===== src/rtl/exec_pkg.sv =====
// Shared definitions for the execute/write-back stage: default widths,
// opcode encodings and the FSM state encoding.
package exec_pkg;

  localparam int EXEC_DW = 24;  // datapath width, matches register file word
  localparam int EXEC_AW = 4;   // 16 registers
  localparam int EXEC_FW = 3;   // packed field width used by ROTF

  localparam logic [3:0] OP_NOP  = 4'd0;
  localparam logic [3:0] OP_ADD  = 4'd1;
  localparam logic [3:0] OP_SUB  = 4'd2;
  localparam logic [3:0] OP_AND  = 4'd3;
  localparam logic [3:0] OP_OR   = 4'd4;
  localparam logic [3:0] OP_XOR  = 4'd5;
  localparam logic [3:0] OP_MOV  = 4'd6;
  localparam logic [3:0] OP_ROTF = 4'd7;
  localparam logic [3:0] OP_SHL  = 4'd8;
  localparam logic [3:0] OP_SHR  = 4'd9;

  typedef enum logic [1:0] {
    ST_IDLE = 2'd0,
    ST_READ = 2'd1,
    ST_EXEC = 2'd2,
    ST_WB   = 2'd3
  } state_t;

endpackage


===== src/rtl/exec_alu.sv =====
// Combinational ALU for the single-cycle opcodes. ROTF is iterated in the
// stage datapath; here it simply passes operand A (the k=0 result).
module exec_alu
  import exec_pkg::*;
#(
  parameter int DW = EXEC_DW
) (
  input  logic [3:0]    op,
  input  logic [DW-1:0] opa,
  input  logic [DW-1:0] opb,
  input  logic [4:0]    imm,
  output logic [DW-1:0] result,
  output logic          illegal
);

  // Opcode decode; shifts by imm >= DW naturally produce zero.
  always_comb begin
    result  = '0;
    illegal = 1'b0;
    case (op)
      OP_NOP:  result = '0;
      OP_ADD:  result = opa + opb;
      OP_SUB:  result = opa - opb;
      OP_AND:  result = opa & opb;
      OP_OR:   result = opa | opb;
      OP_XOR:  result = opa ^ opb;
      OP_MOV:  result = opa;
      OP_ROTF: result = opa;
      OP_SHL:  result = opa << imm;
      OP_SHR:  result = opa >> imm;
      default: illegal = 1'b1;
    endcase
  end

endmodule


===== src/rtl/reg_exec_stage.sv =====
// Execute/write-back stage behind the 16-entry register file.
// Handshake: an instruction is taken on a rising edge where instr_valid and
// instr_ready are both high; instr_ready is high only in IDLE, so the stage
// holds at most one instruction and ignores instr_valid while busy.
// Flow: IDLE -> READ (operands sampled) -> EXEC (1 cycle, or k cycles for
// ROTF) -> WB (single write-back strobe plus done/err pulse) -> IDLE.
module reg_exec_stage
  import exec_pkg::*;
#(
  parameter int DW = EXEC_DW,
  parameter int AW = EXEC_AW,
  parameter int FW = EXEC_FW   // DW must be a multiple of FW
) (
  input  logic          clk,
  input  logic          rst_n,
  input  logic          instr_valid,
  output logic          instr_ready,
  input  logic [3:0]    instr_op,
  input  logic [AW-1:0] instr_dst,
  input  logic [AW-1:0] instr_src0,
  input  logic [AW-1:0] instr_src1,
  input  logic [4:0]    instr_imm,
  output logic [AW-1:0] rf_src0,
  output logic [AW-1:0] rf_src1,
  input  logic [DW-1:0] rf_outa,
  input  logic [DW-1:0] rf_outb,
  output logic          wb_we,
  output logic [AW-1:0] wb_dst,
  output logic [DW-1:0] wb_data,
  output logic          done,
  output logic          err
);

  state_t        state;
  logic [3:0]    op_q;
  logic [AW-1:0] dst_q;
  logic [AW-1:0] src0_q;
  logic [AW-1:0] src1_q;
  logic [4:0]    imm_q;
  logic [DW-1:0] opa;
  logic [DW-1:0] opb;
  logic [DW-1:0] acc;
  logic [2:0]    cnt;

  logic [DW-1:0] alu_result;
  logic          alu_illegal;
  logic [DW-1:0] acc_rot;
  logic [DW-1:0] exec_data;
  logic          exec_last;

  assign rf_src0 = src0_q;
  assign rf_src1 = src1_q;

  // One ROTF step: move the top field down to the bottom.
  assign acc_rot = {acc[DW-FW-1:0], acc[DW-1:DW-FW]};

  exec_alu #(.DW(DW)) u_alu (
    .op      (op_q),
    .opa     (opa),
    .opb     (opb),
    .imm     (imm_q),
    .result  (alu_result),
    .illegal (alu_illegal)
  );

  // Result and completion of the current EXEC cycle. ROTF finishes on the
  // cycle its remaining step count is 0 (k=0) or 1 (last rotation).
  always_comb begin
    exec_data = alu_result;
    exec_last = 1'b1;
    if (op_q == OP_ROTF) begin
      exec_data = (cnt == 3'd0) ? acc : acc_rot;
      exec_last = (cnt <= 3'd1);
    end
  end

  // Stage FSM with registered handshake and write-back outputs.
  always_ff @(posedge clk) begin
    if (!rst_n) begin
      state       <= ST_IDLE;
      instr_ready <= 1'b1;
      op_q        <= '0;
      dst_q       <= '0;
      src0_q      <= '0;
      src1_q      <= '0;
      imm_q       <= '0;
      opa         <= '0;
      opb         <= '0;
      acc         <= '0;
      cnt         <= '0;
      wb_we       <= 1'b0;
      wb_dst      <= '0;
      wb_data     <= '0;
      done        <= 1'b0;
      err         <= 1'b0;
    end else begin
      case (state)
        ST_IDLE: begin
          if (instr_valid) begin
            op_q        <= instr_op;
            dst_q       <= instr_dst;
            src0_q      <= instr_src0;
            src1_q      <= instr_src1;
            imm_q       <= instr_imm;
            instr_ready <= 1'b0;
            state       <= ST_READ;
          end
        end
        ST_READ: begin
          // Operands are frozen here, so a write-back to a source register
          // cannot disturb the instruction that produced it.
          opa   <= rf_outa;
          opb   <= rf_outb;
          acc   <= rf_outa;
          cnt   <= imm_q[2:0];
          state <= ST_EXEC;
        end
        ST_EXEC: begin
          if (op_q == OP_ROTF && cnt != 3'd0) begin
            acc <= acc_rot;
            cnt <= cnt - 3'd1;
          end
          if (exec_last) begin
            wb_we   <= !alu_illegal && (op_q != OP_NOP);
            wb_dst  <= dst_q;
            wb_data <= exec_data;
            done    <= 1'b1;
            err     <= alu_illegal;
            state   <= ST_WB;
          end
        end
        ST_WB: begin
          wb_we       <= 1'b0;
          done        <= 1'b0;
          err         <= 1'b0;
          instr_ready <= 1'b1;
          state       <= ST_IDLE;
        end
        default: state <= ST_IDLE;
      endcase
    end
  end

endmodule


===== config.mk =====
export PLATFORM = sky130hd
export DESIGN_NAME = reg_exec_stage
export DESIGN_NICKNAME = d
export VERILOG_FILES = /design/src/rtl/exec_pkg.sv /design/src/rtl/exec_alu.sv /design/src/rtl/reg_exec_stage.sv
export SDC_FILE = /design/constraint.sdc
export NUM_CORES = 1
export LEC_CHECK = 0
export CAP_MARGIN = 20
export CORE_ASPECT_RATIO = 0.9
export CORE_UTILIZATION = 30
export DETAILED_ROUTE_END_ITERATION = 10
export HOLD_SLACK_MARGIN = 0.12
export PLACE_DENSITY = 0.49
export SYNTH_ARGS = -nofsm -noshare
export SYNTH_HDL_FRONTEND = slang
export SYNTH_SLANG_ARGS = --single-unit

===== constraint.sdc =====
create_clock -name clk -period 5 [get_ports clk]
set_input_delay 0.5 -clock clk [delete_from_list [all_inputs] [get_ports clk]]
set_output_delay 0.5 -clock clk [all_outputs]
set_load 0.03 [all_outputs]

==> results of run 1 <==
power by group through the flow:
stage	combinational [W]	sequential (W)	clock, W
floorplan	0.00355	0.00177	0
global placement	0.00508	0.00197	0
detailed placement	0.00509	0.00198	0
CTS	0.00510	0.00196	0.00133
global route	0.00559	0.00201	0.00138
finish	0.00517	0.00196	0.00130
Yosys cell counts, types with 17 or more instances:
master / n
a22oi_1: 27
o211a_1: 25
nand2_1: 181
nand3_1: 20
o21ai_0: 89
xnor2_1: 24
o22ai_1: 17
mux2i_1: 122
dfxtp_1: 130
nor2b_1: 69
nor2_1: 102
a31oi_1: 28
buf_2: 27
ha_1: 80
nor3_1: 27
clkbuf_1: 80
inv_1: 65
a21boi_0: 25
a21oi_1: 85
mux4_2: 38
cell families after synthesis:
logic type,Yosys count
AND/OR/NAND/NOR,462
buffers and inverters,195
XOR/XNOR,30
multiplexers,175
AO/OA/AOI/OAI,413
flip-flops,130
adder cells (fa/ha/maj),81
cell type report:
type / count / area share [%]
Tap cell: 525 / 4.73
Clock buffer: 17 / 3.06
Inverter: 65 / 1.76
Sequential cell: 130 / 18.8
Timing Repair Buffer: 142 / 9.65
Multi-Input combinational cell: 1161 / 60.8
Clock inverter: 15 / 1.22
worst register-to-register path, delay by kind of cell (launching register included):
kind / cells / cell delay (ps)
compound gates: 6 / 1670
xor+xnor: 2 / 300
fa+ha+maj: 1 / 340
buf+inv: 1 / 190
flops: 1 / 300
simple gates: 3 / 1270
registers in the layout, summed over array words and instances (netlist names), 5 cells and up:
name     count
acc         24
imm_q        5
opa         24
opb         24
wb_data     24
per-stage QoR:
step	util, %	hold slack [ps]	setup WS, ps	cells
after floorplan	-	441	1550	1486
after global placement	34.4	452	983	2023
after detailed placement	34.4	458	909	2023
after CTS	35.9	468	905	2055
after global routing	35.9	489	533	2055
final	35.9	464	812	2055
cells in the final DEF, fill, tap and decap left out, types with 12 or more instances in the layout:
cell type        Yosys  final
dfxtp_1            130    126
o211ai_1            16     16
a22oi_1             27     27
nand2_1            181    181
a21oi_1             85     85
xnor2_1             24     24
a211oi_1            14     14
nor2_1             102    102
buf_4                7     32
mux2i_1            122    122
clkbuf_16            0     17
mux2_2              15     15
o22ai_1             17     17
a31oi_1             28     28
ha_1                80     78
inv_1               65     65
a21boi_0            25     25
clkdlybuf4s50_1      0    110
o221ai_1            12     12
o21ai_0             89     89
o211a_1             25     25
nor3_1              27     27
a21o_1              13     13
nor2b_1             69     68
nand3_1             20     20
mux4_2              38     38
path summary, 6_finish.rpt:
check,from,endpoint,depth (start not counted)
setup / recovery,op_q[3],wb_data[23],13
hold / removal,rf_src1[1],rf_src1[1],2
setup reg to reg,op_q[3],wb_data[23],13
hold reg to reg,rf_src1[1],rf_src1[1],2
per-layer routing:
metal | track usage, % | vias up
met5 | 0 | -
met4 | 8.61 | 0
met3 | 5.01 | 81
met2 | 39.8 | 440
met1 | 34.0 | 5606
li1 | - | 5449
==> run metrics, run 1 <==
CP Launch Type=register; Die ar.=~0.040 mm²; H-tree depth=4; Cell Rows=68; worst hold path type=register to register; Met3 Routed Length=3270 µm; Die Y=around 190 µm; Root Driver=clkbuf_16; clock power share=between 10% and 20%; DRC viols=0; Initial Utilization=30.7%; Met1 Routed Length=between 20000 and 25000 µm; Primary FF master, synth=dfxtp_1; Logic pwr share=61.3%; CTS tree=done; first-pass GRT wire length=74300 µm; endpoints failing setup=0; dpl hpwl=37500 µm; Net Sw Frac=51.9%; count of final hold-check violations=0; XOR/XNOR Fraction of Synth Area=2.28%; Psw=0.00437 W; RSZ-0062 raised after global routing=no; Tcrit/Tclk final=a little over four fifths; Required @ worst endpoint=5310 ps; vias in the first global route=11000; CTS Buf Count=17; synthesized cell area=0.0119 mm²; P&R area growth vs syn=17.0%; Design Power=0.00843 W; RePlAce Congestion=0.974; ranking of synthesized cells by area=dfxtp_1 (22%), mux2i_1 (10%), ha_1 (8.4%), mux4_2 (7.2%), nand2_1 (5.7%); Detailed Route WL=about 51000 µm; sequential group share of total power=between 20% and 30%; DRT Pass-1 Iters=5; Vias=11600; maximum capacitance violations=0; hold_buf cts=0; Die W=212 µm; Pint=approximately 0.0041 W; EDFF count, synth=0; Slew Viols, Final=0; simple-gate share of the synthesized area=roughly 18%; register area share after synthesis=between 20% and 30%; multiplexer share of the synthesized area=18.9%; Multi-input gate area=0.00844 mm²; outcome=complete, no violations; clock tree buffer depth=2; main combinational cell family by area after synthesis=compound AO/OA/AOI/OAI gates; placed instance area=around 0.013 mm²; Buf/Inv on CP=1; total negative setup slack=0 ps; worst path cell trace=buf_4 -> nor2_1 -> and2_0 -> a21oi_1 -> xnor2_1 -> ha_1 -> a21oi_2 -> nand2_1 -> o21ai_1 -> o221ai_1 -> a311oi_1 -> xnor2_1 -> o2bb2ai_1; IO Pins=112; Max Freq=between 200 and 250 MHz; highest routed layer=met4; Wirelength per Cell=24.6 µm; grt total ovfl=0; Slew @ Worst Pin=1080 ps; asr flop ratio synth=0%; Worst Setup Path Type=register to register; antenna cell count=0; CP Data Arrival Time=4500 ps; drt via density=5.63; initial DRC count=1091; clock sinks=130; Cell Pwr Density=607 mW/mm²; antenna violations before repair=0; Worst path slowest cell=and2_0; final instance area=0.0139 mm²; largest area contributor in the netlist=dfxtp_1; kind of cell adding the most delay to the critical path=compound AO/OA/AOI/OAI gates; Synth Area in Compound Gates=between 20% and 30%; Fill cells=4058; layout cell share with drive strength beyond 1=8.69%; Slew headroom=between 20 and 30%; maximum fanout along the worst path=21; worst reg2reg setup slack=810 ps; Core Region=0.0387 mm²; Reg clk slew, reported paths=70 ps; register area=0.00261 mm²; distinct cell type count after synthesis=between 70 and 80; share of the synthesized area in the top cell type=21.9%; CP max stage delay=between 700 and 800 ps; FF+latch count, synth=between 100 and 150; syn nets=around 1600; critical path endpoint category=register; synthesized instance count=1486; syn_area_per_cell=between 7 and 8 µm²; WL met2=22700 µm; maximum vdd drop=0.000306 V; Static Leak=5.11 nW; synth warn=0; post-cts resize count=0; GRT Util Overall=25.2%; Layout Nets=around 1700; Antenna Violating Nets Remaining=0; Adder-Cell Fraction of Synth Area=8.60%; Clock Skews=17.2 ps; CP most frequent cell=xnor2_1; largest net degree at the start of global routing=79; Port-buffer cells=roughly 110; clk_lat worst skew=460 ps; Setup Buffers After CTS=0; post-route minimum period=~4200 ps
(Power assumes the default switching activity.)
==> run 2, diff against run 1 <==
- PLACE_DENSITY: 0.49 -> 0.51
- clock period: 5 -> 3.8 ns (I/O delays scaled with it)
==> run metrics, run 2 (synthesis gave the netlist of run 1 again) <==
CTS tree=done; DRT Pass-1 Iters=8; DRC viols=0; RePlAce Congestion=approximately 1.0; commonest non-fill, non-tap cell in the layout=nand2_1; CP Launch Type=register; Initial Utilization=30.7%; CP Data Arrival Time=~3900 ps; Design Power=0.0113 W; critical path endpoint category=register; Tcrit/Tclk final=93.4%; Cell Pwr Density=just under 800 mW/mm²; Core Region=0.0387 mm²; vias in the first global route=11400; post-route minimum period=3550 ps; Setup Buffers After CTS=0; endpoints failing setup=0; Die ar.=0.0404 mm²; worst reg2reg setup slack=250 ps; antenna violations before repair=0; outcome=complete, no violations; clock sinks=130; Antenna Violating Nets Remaining=0; Detailed Route WL=51200 µm; Fill cells=4100; initial DRC count=1127; grt total ovfl=0; Wirelength per Cell=24.6 µm; clock tree buffer depth=2; placed insts=2052; drt via density=~5.7; layout cell share with drive strength beyond 1=a little over a tenth; count of final hold-check violations=0; GRT Util Overall=between 20% and 30%; Root Driver=clkbuf_16; Static Leak=5.29 nW; Required @ worst endpoint=4110 ps; Layout Nets=1699; first-pass GRT wire length=76300 µm; antenna cell count=0; maximum vdd drop=0.000339 V; Reg clk slew, reported paths=about 60 ps; Max Freq=282 MHz; IO Pins=about 110; final cell count without fillers=2084; Endpoint, Worst Hold=rf_src1[3]; Cell Rows=68; CTS Buf Count=17; final instance area=0.0142 mm²; Slew headroom=26.7%; H-tree depth=4; dpl hpwl=approximately 39000 µm; Slew @ Worst Pin=1100 ps; Die W=212 µm; hold slack=462 ps; RSZ-0062 raised after global routing=no; clk_lat worst skew=450 ps; cells on worst reg2reg path=16; Worst Setup Path Type=register to register; Vias=around 12000; Port-buffer cells=111; Min-Delay Path Depth=2; Slew Viols, Final=0; worst reg2reg startpoint=opb[2]; hold path startpoint=rf_src1[3]; largest net degree at the start of global routing=68; maximum capacitance violations=0; RR Endpoint=wb_data[21]; maximum fanout along the worst path=5; commonest non-fill, non-tap cells in the layout=nand2_1 (181), dfxtp_1 (127), mux2i_1 (122), clkdlybuf4s50_1 (110), nor2_1 (101); total negative setup slack=0 ps; worst hold path type=register to register; P&R area growth vs syn=19.3%; placed instance area=between 0.01 and 0.015 mm²; Die Y=191 µm; Clock Skews=11.5 ps
==> run 2: cell count changes in the layout (fill, tap and decap cells not counted), moves of 2 or more <==
cell,before,now
clkinvlp_4,4,2
clkinv_8,2,0
clkinv_4,1,3
buf_12,0,3
buf_4,32,57
==> run 2: per-stage QoR <==
step / setup WS [ps] / util, %
detailed placement: 181 / 35.1
floorplan: 355 / -
CTS: 152 / 36.5
global placement: 149 / 35.0
global route: 6.83 / 36.6
finish: 252 / 36.6
==> run 2: routing by layer <==
layer	global-route usage, %	up-vias	routed length, µm	part of all wire, %
met4	10.8	0	1940	3.8
li1	-	5502	-	-
met1	35.3	5732	23400	46
met2	39.2	479	22500	44
met5	0	-	0	0
met3	4.81	94	3430	6.7
==> run 2: where the power goes <==
group | internal, W | total, W | switching, W | leakage (nW)
combinational | 0.00280 | 0.00707 | 0.00427 | 3.94
sequential | 0.00178 | 0.00252 | 0.000746 | 1.07
clock | 0.000922 | 0.00167 | 0.000746 | 0.278
==> run 2: repair_timing <==
action,in CTS,in global routing
endpoints found under the hold margin,0,0
setup endpoints to repair,0,6
hold buffers,0,0
gates resized for setup,0,4
==> run 2: how the worst max path moves through the flow <==
stage                     startpoint          end  slack, ps  cells after the start
final                         opb[2]  wb_data[21]        250                     16
after global routing          opb[2]  wb_data[23]          7                     15
after CTS                     opb[2]  wb_data[23]        150                     15
after detailed placement      opb[2]  wb_data[23]        180                     15
after global placement        opb[2]  wb_data[23]        150                     15
after floorplan              op_q[1]  wb_data[16]        350                     15
==> run 2: layout make-up <==
class                   instances  area, µm²  share of cell area [%]
repair buffers                171       1620                    11.4
inverters                      65        244                    1.72
clock buffers                  18        429                    3.03
clock inverters                14        145                    1.02
flip-flops and latches        130       2610                    18.4
well taps                     525        657                    4.64
multi-input cells            1161       8470                    59.7
==> run 2: critical path, cell delays in order, from the launching register on <==
cell and delay [ps]:
dfxtp_1 360, nor4_2 290, buf_4 160, and2_1 140
nand2_1 80, o31a_1 330, nor2_2 210, nand2_1 110
xnor2_1 140, ha_1 310, a21oi_1 240, o21ai_0 140
a21o_1 200, a21o_1 170, a31oi_1 240, a2111o_1 200
o211ai_1 90
==> run 3, diff against run 2 <==
- CAP_MARGIN: 20 -> 10
- CORE_UTILIZATION: 30 -> 54
- PLACE_DENSITY: 0.51 -> 0.81
- SLEW_MARGIN: unset -> 20
==> run metrics, run 3 (synthesis gave the netlist of run 1 again) <==
Antenna Violating Nets Remaining=0; critical path endpoint category=register; clock sinks=130; Fill cells=1953; Slew @ Worst Pin=1040 ps; Detailed Route WL=44000 µm; Tcrit/Tclk final=94.6%; RePlAce Congestion=1.06; clk_lat worst skew=approximately 440 ps; Die W=158 µm; drt via density=6.62; kind of cell adding the most delay to the critical path=simple AND/OR/NAND/NOR gates; DRC viols=0; CP Data Arrival Time=3900 ps; count of final hold-check violations=0; Slew headroom=30.4%; maximum capacitance violations=0; CTS tree=done; Worst Setup Path Type=register to register; Die ar.=between 0.02 and 0.025 mm²; final cell count without fillers=1839; commonest non-fill, non-tap cell in the layout=nand2_1; Static Leak=5.22 nW; final instance area=0.0138 mm²; CP startpoint=opb[2]; grt total ovfl=0; Setup Buffers After CTS=0; Max Freq=278 MHz; largest net degree at the start of global routing=85; worst hold path type=input pin to register; post-cts resize count=0; commonest non-fill, non-tap cells in the layout=nand2_1 (181), dfxtp_1 (127), mux2i_1 (122), clkdlybuf4s50_1 (110), nor2_1 (101); Vias=between 10000 and 15000; Wirelength per Cell=23.9 µm; CP max stage delay=roughly 400 ps; Multi-input gate area=0.00846 mm²; post-route minimum period=~3600 ps; IO Pins=112; Slew Viols, Final=0; outcome=complete, no violations; placed instance area=0.0132 mm²; Initial Utilization=a little under three fifths; Clock Skews=15.2 ps; vias in the first global route=between 10000 and 15000; Worst path slowest cell=nor4_2; GRT Util Overall=39.4%; Die Y=143 µm; hold_buf cts=0; Cell Pwr Density=810 mW/mm²; clock tree buffer depth=2; layout cell share with drive strength beyond 1=9.88%; initial DRC count=1767; maximum fanout along the worst path=5; DRT Pass-1 Iters=7; Root Driver=clkbuf_16; endpoints failing setup=0; Layout Nets=1688; dpl hpwl=32700 µm; antenna violations before repair=1; CTS Buf Count=17; maximum vdd drop=0.000452 V; P&R area growth vs syn=16.3%; worst path cell trace=nor4_2 -> and2_1 -> nand2_1 -> o31a_1 -> nor2_2 -> xnor2_1 -> ha_1 -> nand2_1 -> or3_1 -> o221ai_1 -> a311oi_1 -> xnor2_1 -> o2bb2ai_1; antenna cell count=0; Cell Rows=51; Reg clk slew, reported paths=70 ps; CP Launch Type=register; Port-buffer cells=111; H-tree depth=4; worst reg2reg startpoint=opb[2]; placed insts=1806; first-pass GRT wire length=approximately 66000 µm; Core Region=0.0216 mm²; Buf/Inv on CP=0; Required @ worst endpoint=around 4100 ps; register area=0.00261 mm²; hold path startpoint=rst_n
==> run 3: cell types whose count changed in the layout (fill, tap and decap cells not counted), sizes merged <==
cell    delta
buf       -11
bufinv     -1
clkbuf     -1
clkinv     +1
inv        +1
==> run 3: area by class of cell <==
class	instances	share of cell area, %
clock inverter	15	1.31
multi-input combinational	1161	61.3
timing repair buffer	160	11.0
inverter	65	1.77
sequential	130	18.9
clock buffer	17	3.08
tap	291	2.64
==> run 3: per-stage QoR <==
step                      TNS (ps)  utilization [%]  total power, W  hold WS (ps)  setup slack (ps)
final                            0             64.0          0.0112           404               205
after CTS                        0             63.8          0.0109           401               143
after floorplan                  0                -         0.00700           441               355
after global placement           0             61.0         0.00904           449               210
after global routing         -13.1             64.0          0.0118           433             -13.1
after detailed placement         0             61.0         0.00918           458               180
==> run 3: final timing paths <==
kind / slack [ps] / cells after the start / endpoint
max: 200 / 13 / wb_data[23]
min: 400 / 3 / wb_data[15]
max reg2reg: 200 / 13 / wb_data[23]
min reg2reg: 470 / 2 / dst_q[0]
==> run 3: per-layer routing <==
metal,part of all wire (%),global-route usage (%),vias to the layer above
met5,0.030,0,-
met4,6.7,24.3,2
met3,13,10.9,183
met2,41,55.7,814
met1,40,52.8,5701
li1,-,-,5481
==> run 3: worst reg2reg max path, stage by stage, from the launching register on <==
cell       delay, ps
dfxtp_1          360
nor4_2           400
and2_1           200
nand2_1           90
o31a_1           330
nor2_2           230
xnor2_1          100
ha_1             360
nand2_1          160
or3_1            400
o221ai_1         370
a311oi_1         180
xnor2_1          160
o2bb2ai_1        120
==> run 3: report_power, final <==
group	internal, W	switching (W)
registers	0.00178	0.000706
logic	0.00278	0.00424
clock network	0.000891	0.000792
